## config.mk

```make
export PLATFORM = sky130hd
export DESIGN_NAME = iq_out_fifo_afull
export DESIGN_NICKNAME = d
export VERILOG_FILES = /design/src/rtl/iq_out_fifo_afull_pkg.sv /design/src/rtl/iq_fifo_mem.sv /design/src/rtl/iq_out_fifo_afull.sv
export SDC_FILE = /design/constraint.sdc
export NUM_CORES = 1
export LEC_CHECK = 0
export CORE_MARGIN = 4
export CORE_UTILIZATION = 61
export CTS_CLUSTER_DIAMETER = 100
export DETAILED_ROUTE_END_ITERATION = 16
export PLACE_DENSITY = 0.87
export SYNTH_ARGS = -nofsm -noshare
export SYNTH_HDL_FRONTEND = slang
export SYNTH_HIERARCHICAL = 1
export SYNTH_SLANG_ARGS = --single-unit
export TNS_END_PERCENT = 5
```

## constraint.sdc

```tcl
create_clock -name clk -period 7.65 [get_ports clk]
set_input_delay 0.765 -clock clk [delete_from_list [all_inputs] [get_ports clk]]
set_output_delay 0.765 -clock clk [all_outputs]
set_load 0.01 [all_outputs]
```

## src/rtl/iq_out_fifo_afull_pkg.sv

```systemverilog
// Shared constants and types for the I/Q output FIFO.
package iq_out_fifo_afull_pkg;

    localparam int DATAPATH_WIDTH_DEF = 32;
    localparam int DEPTH_LOG2_DEF     = 4;
    localparam int DEPTH_DEF          = 1 << DEPTH_LOG2_DEF;
    localparam int CNT_W_DEF          = DEPTH_LOG2_DEF + 1;

    typedef struct packed {
        logic [DATAPATH_WIDTH_DEF-1:0] i;
        logic [DATAPATH_WIDTH_DEF-1:0] q;
    } iq_pair_t;

    function automatic int depth_of(input int log2);
        return 1 << log2;
    endfunction

endpackage

```

## src/rtl/iq_fifo_mem.sv

```systemverilog
// Simple dual-port pair RAM: synchronous write, registered read.
module iq_fifo_mem
    import iq_out_fifo_afull_pkg::*;
#(
    parameter int W  = 2 * DATAPATH_WIDTH_DEF,
    parameter int AW = DEPTH_LOG2_DEF
) (
    input  logic          clk,
    input  logic          rst_n,
    input  logic          wr_en,
    input  logic [AW-1:0] wr_addr,
    input  logic [W-1:0]  wr_data,
    input  logic          rd_en,
    input  logic [AW-1:0] rd_addr,
    output logic [W-1:0]  rd_data
);

    localparam int DEPTH = depth_of(AW);

    logic [W-1:0] mem [DEPTH];
    logic [W-1:0] rd_data_d;
    logic [W-1:0] rd_data_q;

    // Array is never reset; only the output register is.
    always_ff @(posedge clk) begin
        if (wr_en) mem[wr_addr] <= wr_data;
    end

    always_comb begin
        rd_data_d = rd_data_q;
        if (rd_en) rd_data_d = mem[rd_addr];
    end

    always_ff @(posedge clk or negedge rst_n) begin
        if (!rst_n) rd_data_q <= '0;
        else        rd_data_q <= rd_data_d;
    end

    assign rd_data = rd_data_q;

endmodule

```

## src/rtl/iq_out_fifo_afull.sv

```systemverilog
// I/Q output FIFO with almost-full back-pressure and sticky overflow.
// Optional high-water mark output enabled by IQ_OUT_FIFO_HWM_EN.
module iq_out_fifo_afull
    import iq_out_fifo_afull_pkg::*;
#(
    parameter int DATAPATH_WIDTH = DATAPATH_WIDTH_DEF,
    parameter int DEPTH_LOG2     = DEPTH_LOG2_DEF,
    parameter int AFULL_MARGIN   = 4
) (
    input  logic                      clk,
    input  logic                      rst,
    input  logic                      Write_enable_i,
    input  logic [DATAPATH_WIDTH-1:0] I_in,
    input  logic [DATAPATH_WIDTH-1:0] Q_in,
    output logic                      Afull_I_o,
    output logic                      Afull_Q_o,
    input  logic                      rd_en_i,
    output logic [DATAPATH_WIDTH-1:0] I_out,
    output logic [DATAPATH_WIDTH-1:0] Q_out,
    output logic                      valid_o,
    output logic                      empty_o,
    output logic                      full_o,
    output logic [DEPTH_LOG2:0]       count_o,
    output logic                      overflow_o
`ifdef IQ_OUT_FIFO_HWM_EN
    ,
    output logic [DEPTH_LOG2:0]       hwm_o
`endif
);

    localparam int DEPTH = depth_of(DEPTH_LOG2);
    localparam int CW    = DEPTH_LOG2 + 1;
    localparam int PW    = 2 * DATAPATH_WIDTH;

    localparam logic [CW-1:0] FULL_CNT  = CW'(DEPTH);
    localparam logic [CW-1:0] AFULL_THR = CW'(DEPTH - AFULL_MARGIN);

    logic [DEPTH_LOG2-1:0] wr_ptr_d, wr_ptr_q;
    logic [DEPTH_LOG2-1:0] rd_ptr_d, rd_ptr_q;
    logic [CW-1:0]         count_d, count_q;
    logic                  valid_d, valid_q;
    logic                  overflow_d, overflow_q;
    logic                  wr_ok, rd_ok;
    logic [PW-1:0]         rd_data;

    always_comb begin
        rd_ok      = rd_en_i & (count_q != '0);
        // A read in the same cycle frees the slot the write needs.
        wr_ok      = Write_enable_i & ((count_q != FULL_CNT) | rd_ok);
        wr_ptr_d   = wr_ptr_q;
        rd_ptr_d   = rd_ptr_q;
        count_d    = count_q;
        valid_d    = rd_ok;
        overflow_d = overflow_q | (Write_enable_i & ~wr_ok);
        if (wr_ok) wr_ptr_d = wr_ptr_q + 1'b1;
        if (rd_ok) rd_ptr_d = rd_ptr_q + 1'b1;
        case ({wr_ok, rd_ok})
            2'b10:   count_d = count_q + 1'b1;
            2'b01:   count_d = count_q - 1'b1;
            default: count_d = count_q;
        endcase
    end

    always_ff @(posedge clk or negedge rst) begin
        if (!rst) begin
            wr_ptr_q   <= '0;
            rd_ptr_q   <= '0;
            count_q    <= '0;
            valid_q    <= 1'b0;
            overflow_q <= 1'b0;
        end else begin
            wr_ptr_q   <= wr_ptr_d;
            rd_ptr_q   <= rd_ptr_d;
            count_q    <= count_d;
            valid_q    <= valid_d;
            overflow_q <= overflow_d;
        end
    end

    iq_fifo_mem #(
        .W  (PW),
        .AW (DEPTH_LOG2)
    ) u_mem (
        .clk     (clk),
        .rst_n   (rst),
        .wr_en   (wr_ok),
        .wr_addr (wr_ptr_q),
        .wr_data ({I_in, Q_in}),
        .rd_en   (rd_ok),
        .rd_addr (rd_ptr_q),
        .rd_data (rd_data)
    );

    assign I_out      = rd_data[PW-1:DATAPATH_WIDTH];
    assign Q_out      = rd_data[DATAPATH_WIDTH-1:0];
    assign valid_o    = valid_q;
    assign count_o    = count_q;
    assign empty_o    = (count_q == '0);
    assign full_o     = (count_q == FULL_CNT);
    assign Afull_I_o  = (count_q >= AFULL_THR);
    assign Afull_Q_o  = Afull_I_o;
    assign overflow_o = overflow_q;

`ifdef IQ_OUT_FIFO_HWM_EN
    logic [CW-1:0] hwm_d, hwm_q;

    always_comb begin
        hwm_d = hwm_q;
        if (count_q > hwm_q) hwm_d = count_q;
    end

    always_ff @(posedge clk or negedge rst) begin
        if (!rst) hwm_q <= '0;
        else      hwm_q <= hwm_d;
    end

    assign hwm_o = hwm_q;
`endif

endmodule

```

# ---- Word level (Yosys, flattened, before mapping)
# Memory sizes are Yosys's and may differ from the RTL's. A register that Yosys moved wholly into a read port is not among the register bits.
# Index checks and enable logic that the tools add are counted.
dict set report totals {
  rom_bits 0
  mem_count 1
  mem_bits_rw 1024
  elab_cells 28
  register_bits 15
  latchBits 0
  input_bits 68
  out_inout_bits 75
}
dict set report op_classes {
  div_mod_pow 0
  reduce_logical 4
  eq_ne 4
  n_mul 0
  shift 0
  add_sub_neg 4
  n_bitwise 6
  n_lt_le_gt_ge 1
  n_mux 3
}
# name words width rd rd_ports_with_merged_regs write_ports line
set mem_list {}
lappend mem_list {u_mem.mem 16 64 1 1 1 iq_fifo_mem.sv:20} ;# logic [W-1:0] mem [DEPTH];
# operator count
set ops {}
lappend ops {{$pmux W5 S2} 1}
lappend ops {{$add A4 B1 Y4 const B} 2}
lappend ops {{$add A5 B1 Y5 const B} 1}
lappend ops {{$eq A5 B5 Y1 const B} 1}
lappend ops {{$ge A5 B4 Y1 const B} 1}
lappend ops {{$logic_not A5 Y1} 1}
lappend ops {{$ne A5 B5 Y1 const B} 1}
lappend ops {{$reduce_bool A5 Y1} 1}
lappend ops {{$sub A5 B1 Y5 const B} 1}
lappend ops {{$and A1 B1 Y1} 3}
lappend ops {{$eq A2 B1 Y1 const B} 1}
lappend ops {{$eq A2 B2 Y1 const B} 1}
lappend ops {{$mux W1} 2}
lappend ops {{$or A1 B1 Y1} 2}
lappend ops {{$reduce_bool A2 Y1} 1}
lappend ops {{$logic_not A1 Y1} 1}
lappend ops {{$not A1 Y1} 1}

# ---- Longest topological paths before layout
# Gate-level depths: netlist (run 1).
dict set report depth {
  depth_word 7
  ltp_mapped 11
  ltp_nobuf 10
}

# ---- Modules after synthesis
# Netlist (run 1), hierarchy kept.
# mod area_per_inst_um2 seq_area_each_um2 cells_each n_inst
set modules_own_cells {}
lappend modules_own_cells {iq_fifo_mem 41061.9 32351.0 1726 1}
lappend modules_own_cells {iq_out_fifo_afull 872.1 375.4 81 1}

# ---- Least setup slack after synthesis (run 1)
# No wires, ideal clock.
dict set report synth_path {
  path_type {input to register}
  startpoint {input Write_enable_i}
  endpoint {memory u_mem/mem[0][0] (netlist bit) (enable)}
  path_buffers 1
  setup_ns 0.565
  path_stages 4
  path_slack_ns 0.938
  required_ns 7.085
  t_arrival_ns 6.148
  cell_sequence {clkbuf_1 > o31a_4 > or3b_2 > nor3_1}
}
dict set report synth_between {
  elab_chain_len 3
}
# item line
set synth_lines {}
lappend synth_lines {{start, declared} iq_out_fifo_afull.sv:12} ;# input logic Write_enable_i,
lappend synth_lines {{$and A1 B1 Y1} iq_out_fifo_afull.sv:49} ;# wr_ok = Write_enable_i & ((count_q != FULL_CNT) | rd_ok);
lappend synth_lines {{via wr_ok} iq_out_fifo_afull.sv:43} ;# logic wr_ok, rd_ok;
lappend synth_lines {{$mux W1} iq_fifo_mem.sv:26} ;# if (wr_en) mem[wr_addr] <= wr_data;
lappend synth_lines {{$mux W1 (not written as such)} iq_fifo_mem.sv:26}
lappend synth_lines {{end, declared} iq_fifo_mem.sv:20}
# The timed path passes the listed nets, and every way through them passes these cells.

# ---- Final worst setup path (run 1)
dict set report layout_path {
  startpoint {input Write_enable_i}
  endpoint {memory u_mem/mem[10][2] (netlist bit) (enable)}
}
# The elaborated chain is that of the path after synthesis.

==> impl_metrics.toml, run 1 <==
[logic_synthesis]
synth.avg_cell_area_um2 = 23.2
ys.flop_type = "edfxtp_1"
synth.ff_latch_count = 1103
yosysTopAreaCell = "edfxtp_1"
yosysSeqAreaShare = 0.780
synth-async-reset-ratio = 0.0716
yosysWarnings = 6
syn_area_mm2 = 0.0419
synth_cell_types = 47
postSynthCellCount = 1807
synthTopCellsByArea = "edfxtp_1 (73%), mux4_2 (14%), dfrtp_1 (4.7%), mux2i_1 (1.6%), a221oi_2 (0.97%)"
synth-edff-count = 1024
syn-num-nets = 1881
yosysTopAreaCellShare = 0.733

[sta]
skew_ps = 21.3
period_share = 0.484
hold_viol = 0
slew_violations = 0
max-slew-margin-rel = 0.155
grt_setup_unrepaired = "no"
fin_crit_ps = 3700
tightest_slew_ps = 1270
setup_tns_ps = 0
max_freq_mhz = 270
setup_viol = 0

[global_routing]
antenna_found_initial = 3
grt_overflow = 0
grt_start_max_net_pins = 133
grt_pass1_wl_mm = 152
grt.total_usage = 0.283
first_global_vias = 21900

[finish]
drive_gt1_frac = 0.235
fin_nets = 2052
layout_common_cells = "edfxtp_1 (1024), mux4_2 (254), clkdlybuf4s50_1 (141)"
final_common_cell = "edfxtp_1"
finalNonFillerCells = 2940
area.growth.synth_to_final_pct = 12.8

[route]
vias_per_cell = 7.14
vias = 21000
routedWlPerCell_um = 34.6
first_pass_iters = 6
drtIter0Drc = 3302
totalWireLength_mm = 102
post-route-drc-count = 0
antenna_left = 0

[clocking]
cts_buffers = 102
cts-root-buf = "clkbuf_16"
clk_transition_reported_paths_ps = 60
cts_resized = 0
cts.sinks = 1103
cts_tree = "done"
htree_levels = 3
clockBufferDepth = 3
cts_hold_buffers = 0
cts_setup_buffers = 0
clk_latency_ps = 680

[floorplan]
die_y_um = 270
pin_count = 143
row_count = 95
die_w_um = 270
core_area_mm2 = 0.0676
die_area_mm2 = 0.0730
initial_core_util = 0.620

[place]
placedCellCount = 2747
portBuffers = 142
place.gp.congestion = 0.787
hpwl_mm = 48.1

[power_and_ir_drop]
p_per_area_mw_per_mm2 = 380
irDropWorstVdd_v = 0.000296
leakage_uw = 0.0150

[critical_path]
critPathRequiredTime_ps = 7950
path_cells = "clkdlybuf4s50_1, o31a_4, nand3b_1, nor2_4, buf_4"
worstSetupEndpointType = "flop"
cp_top_family = "simple AND/OR/NAND/NOR gates"
cpPeakStageDelay_ps = 1070
startpoint_type = "primary input"
crit_buf_inv = 2
arrival_ps = 4000
worstSetupPathType = "in -> reg"
cp_max_fo = 37
crit_path_top_delay_cell = "nor2_4"

[hold_path]
hold_class = "in -> async"

[outcome]
outcome = "completed"

[job]
maxCapViolCount = 0
[cell usage after synthesis, types with 2 or more instances]
| master | number |
|---|---|
| a21oi_1 | 3 |
| mux4_2 | 254 |
| xnor2_1 | 8 |
| a221oi_1 | 37 |
| buf_6 | 34 |
| buf_2 | 19 |
| o22ai_1 | 64 |
| mux2i_1 | 65 |
| nand3b_1 | 2 |
| nor2_1 | 81 |
| mux4_1 | 2 |
| ha_1 | 5 |
| a221oi_2 | 27 |
| nand2b_1 | 7 |
| clkbuf_1 | 26 |
| inv_1 | 6 |
| clkbuf_4 | 2 |
| edfxtp_1 | 1024 |
| buf_8 | 10 |
| nand2_1 | 9 |
| dfrtp_1 | 79 |
| buf_4 | 5 |
| nor3_1 | 4 |
| o211ai_1 | 2 |
| nand3_1 | 3 |
| a32o_1 | 2 |
| nand4_1 | 2 |
| buf_1 | 6 |
[state kept, by name, summed over array words and instances (netlist names)]
register,flops
u_mem/rd_data,64
overflow_o,1
count_o,5
rd_ptr_q,4
u_mem/mem,1024
wr_ptr_q,4
valid_o,1
[kinds of logic (layout without fill, tap and decap cells)]
kind of cell	Yosys count	in the layout	share of synthesized area
DFF	1103	1103	0.780
muxes	322	322	0.154
AOI/OAI and AO/OA	144	144	0.0304
and+or+nand+nor	114	114	0.0117
buffers and inverters	109	367	0.0201
xor gates and xnor gates	9	9	0.00188
adders and majority gates	6	6	0.00197
other	0	2	0
[power breakdown]
group	leakage [µW]	switching, µW	internal, µW
combinational	0.00327	2730	2240
clock	0.00161	2240	2830
sequential	0.0101	523	7430
total	0.0150	5490	12500
[layer usage]
| layer | wire (µm) | vias up | GRT usage |
|---|---|---|---|
| met5 | 13 | - | 0 |
| li1 | - | 8038 | - |
| met2 | 52100 | 1748 | 0.464 |
| met3 | 10500 | 296 | 0.0488 |
| met4 | 4030 | 2 | 0.112 |
| met1 | 35200 | 10900 | 0.389 |
[per-stage QoR]
stage / hold slack (ps) / setup slack (ps) / total power, µW / util / area, µm²
final: 112 / 3950 / 18000 / 0.699 / 47300
after global routing: 121 / 3830 / 18600 / 0.699 / 47300
after CTS: 101 / 4010 / 18000 / 0.699 / 47300
after detailed placement: 455 / 3460 / 12800 / 0.651 / 44000
after floorplan: 467 / 938 / 11400 / - / 41900
after global placement: 458 / 3690 / 12500 / 0.651 / 44000
[cell type report]
type	count	area [µm²]
timing repair buffer	170	1650
tap	873	1090
antenna	2	5.00
sequential	1103	32700
inverter	6	27.5
clock inverter	57	534
fill	3487	20300
multi-input combinational	595	8480
clock buffer	134	2760
[final timing paths]
path | startpoint | endpoint | slack, ps | cells past startpoint
max in group asynchronous | rst | rd_ptr_q[1] | 6300 | 2
hold reg to reg | overflow_o | overflow_o | 470 | 2
setup / recovery | Write_enable_i | u_mem/mem[10][2] | 3950 | 5
setup reg to reg | rd_ptr_q[3] | u_mem/rd_data[3] | 4120 | 4
min in group clk | overflow_o | overflow_o | 470 | 2
hold / removal | rst | u_mem/rd_data[55] | 110 | 1
Note: power is estimated with default switching activity, not from simulation.
==> run 2: changes to the inputs <==
--- a/config.mk
+++ b/config.mk
@@ -6,10 +6,10 @@
 export NUM_CORES = 1
 export LEC_CHECK = 0
 export CORE_MARGIN = 4
-export CORE_UTILIZATION = 61
+export CORE_UTILIZATION = 55
 export CTS_CLUSTER_DIAMETER = 100
 export DETAILED_ROUTE_END_ITERATION = 16
-export PLACE_DENSITY = 0.87
+export PLACE_DENSITY = 0.84
 export SYNTH_ARGS = -nofsm -noshare
 export SYNTH_HDL_FRONTEND = slang
 export SYNTH_HIERARCHICAL = 1
==> constraint.sdc (replaced) <==
create_clock -name clk -period 3.3 [get_ports clk]
set_input_delay 0.33 -clock clk [delete_from_list [all_inputs] [get_ports clk]]
set_output_delay 0.33 -clock clk [all_outputs]
set_load 0.01 [all_outputs]
==> run 2 against run 1 <==
Net effect:
- clock skew increased by 11 ps
- global-route usage decreased by 3.2 points
- clock-buffer cell count decreased by 9
- wire length decreased by 1.6%
- core utilization decreased by 5.6 points
- critical path depth decreased by 2
- critical path type is now reg -> out
==> impl_metrics.toml, run 2 (synthesis results as in run 1) <==
[outcome]
outcome = "completed"

[global_routing]
grt_use_met2 = 0.423
grt_start_max_net_pins = 133
use_met3 = 0.0426
grt_overflow = 0
grt.total_usage = 0.251
antenna_found_initial = 3
first_global_vias = 21900
grt_pass1_wl_mm = 150
grt_busiest_layer = "met2"
use_met1 = 0.336

[critical_path]
cp_max_fo = 6
worstSetupEndpointType = "output pin"
r2r-start = "count_o[3]"
crit_buf_inv = 1
rrSetupSlack_ps = 540
crit_path_top_delay_cell = "or4_4"
critPathRequiredTime_ps = 2970
worstRegToRegCells = 10
path_cells = "or4_4, nor2_1, clkdlybuf4s50_1"
arrival_ps = 2490
cp_top_family = "simple AND/OR/NAND/NOR gates"
startpoint_type = "flop"
cpPeakStageDelay_ps = 610
worstSetupPathType = "reg -> out"
r2r-end = "count_o[4]"

[floorplan]
die_w_um = 284
initial_core_util = 0.560
core_area_mm2 = 0.0749
pin_count = 143
die_area_mm2 = 0.0807
row_count = 100
die_y_um = 284

[hold_path]
hold_class = "in -> async"

[clocking]
cts_resized = 0
htree_levels = 3
clockBufferDepth = 3
cts_buffers = 102
clk_transition_reported_paths_ps = 60
cts_tree = "done"
cts.sinks = 1103
cts-root-buf = "clkbuf_16"
clk_latency_ps = 670

[finish]
final_common_cell = "edfxtp_1"
layout_common_cells = "edfxtp_1 (1024), mux4_2 (254), clkdlybuf4s50_1 (141)"
finalNonFillerCells = 3068
final.fill_count = 4424
final_util = 0.643
drive_gt1_frac = 0.254
fin_nets = 2084
largest_register = "u_mem/mem"
area.growth.synth_to_final_pct = 14.9
largest_register_ff_count = 1024

[sta]
grt_setup_unrepaired = "no"
setup_viol = 0
tightest_slew_ps = 869
slew_violations = 0
hold_viol = 0
max_freq_mhz = 355
period_share = 0.854
fin_crit_ps = 2820
max-slew-margin-rel = 0.421
skew_ps = 32.0

[route]
post-route-drc-count = 0
vias_per_cell = 6.74
routedWlPerCell_um = 32.7
first_pass_iters = 5
totalWireLength_mm = 100
antenna_left = 0
vias = 20700
drtIter0Drc = 2895

[job]
maxCapViolCount = 0

[place]
portBuffers = 142
hpwl_mm = 50.3
place.gp.congestion = 0.816
placedCellCount = 2874

[power_and_ir_drop]
leakage_uw = 0.0154
irDropWorstVdd_v = 0.000833
p_per_area_mw_per_mm2 = 878
run 2: final cells by class:
cell class / count / area [µm²] / share of cell area
antenna: 1 / 2.50 / 0.0000519
clock buffer: 125 / 2750 / 0.0571
sequential: 1103 / 32700 / 0.679
tap: 969 / 1210 / 0.0252
clock inverter: 67 / 698 / 0.0145
timing repair buffer: 202 / 2260 / 0.0469
inverter: 6 / 27.5 / 0.000571
multi-input combinational: 595 / 8500 / 0.176
run 2: how the worst max path moves through the flow:
stage | startpoint | to | slack, ps | cells after the start
floorplan | count_o[0] | u_mem/mem[13][0] | -900 | 5
global placement | rd_en_i | u_mem/mem[2][24] | 470 | 5
detailed placement | rd_en_i | u_mem/mem[0][34] | 380 | 5
CTS | count_o[3] | empty_o | 460 | 3
global route | count_o[3] | count_o[4] | 390 | 10
finish | count_o[3] | empty_o | 480 | 3
run 2: metal layers:
layer	routed length, µm	vias up	part of all wire
met5	13	-	0.00013
met4	3550	2	0.035
met3	9820	229	0.098
met2	51600	1489	0.51
met1	35200	10900	0.35
li1	-	8107	-
run 2: power by group:
group | internal [µW] | leakage, µW | total, µW | switching (µW)
registers | 17200 | 0.0101 | 18200 | 1020
clock network | 6960 | 0.00169 | 12100 | 5140
logic | 5520 | 0.00354 | 12000 | 6480
run 2: timing repair:
action | in CTS | in global routing
endpoints found under the setup margin | 0 | 0
hold buffers | 1 | 0
buffers inserted | 0 | 0
hold endpoints to repair | 46 | 0
run 2: through the flow:
step | hold slack [ps] | worst slack (ps) | setup TNS (ps) | power, µW | instance area [µm²]
after detailed placement | 460 | 375 | 0 | 30100 | 44700
after global routing | 364 | 390 | 0 | 43800 | 48200
after global placement | 467 | 470 | 0 | 29500 | 44700
after floorplan | 34.4 | -896 | -679840 | 26300 | 42000
after CTS | 337 | 459 | 0 | 42500 | 48200
final | 306 | 482 | 0 | 42300 | 48200
run 2: worst reg2reg max path, delay by kind of cell (launching register included):
family | cells | cell delay [ps]
DFF | 1 | 440
AOI/OAI and AO/OA | 4 | 790
buffers and inverters | 2 | 160
adders and majority gates | 1 | 330
and+or+nand+nor | 3 | 960
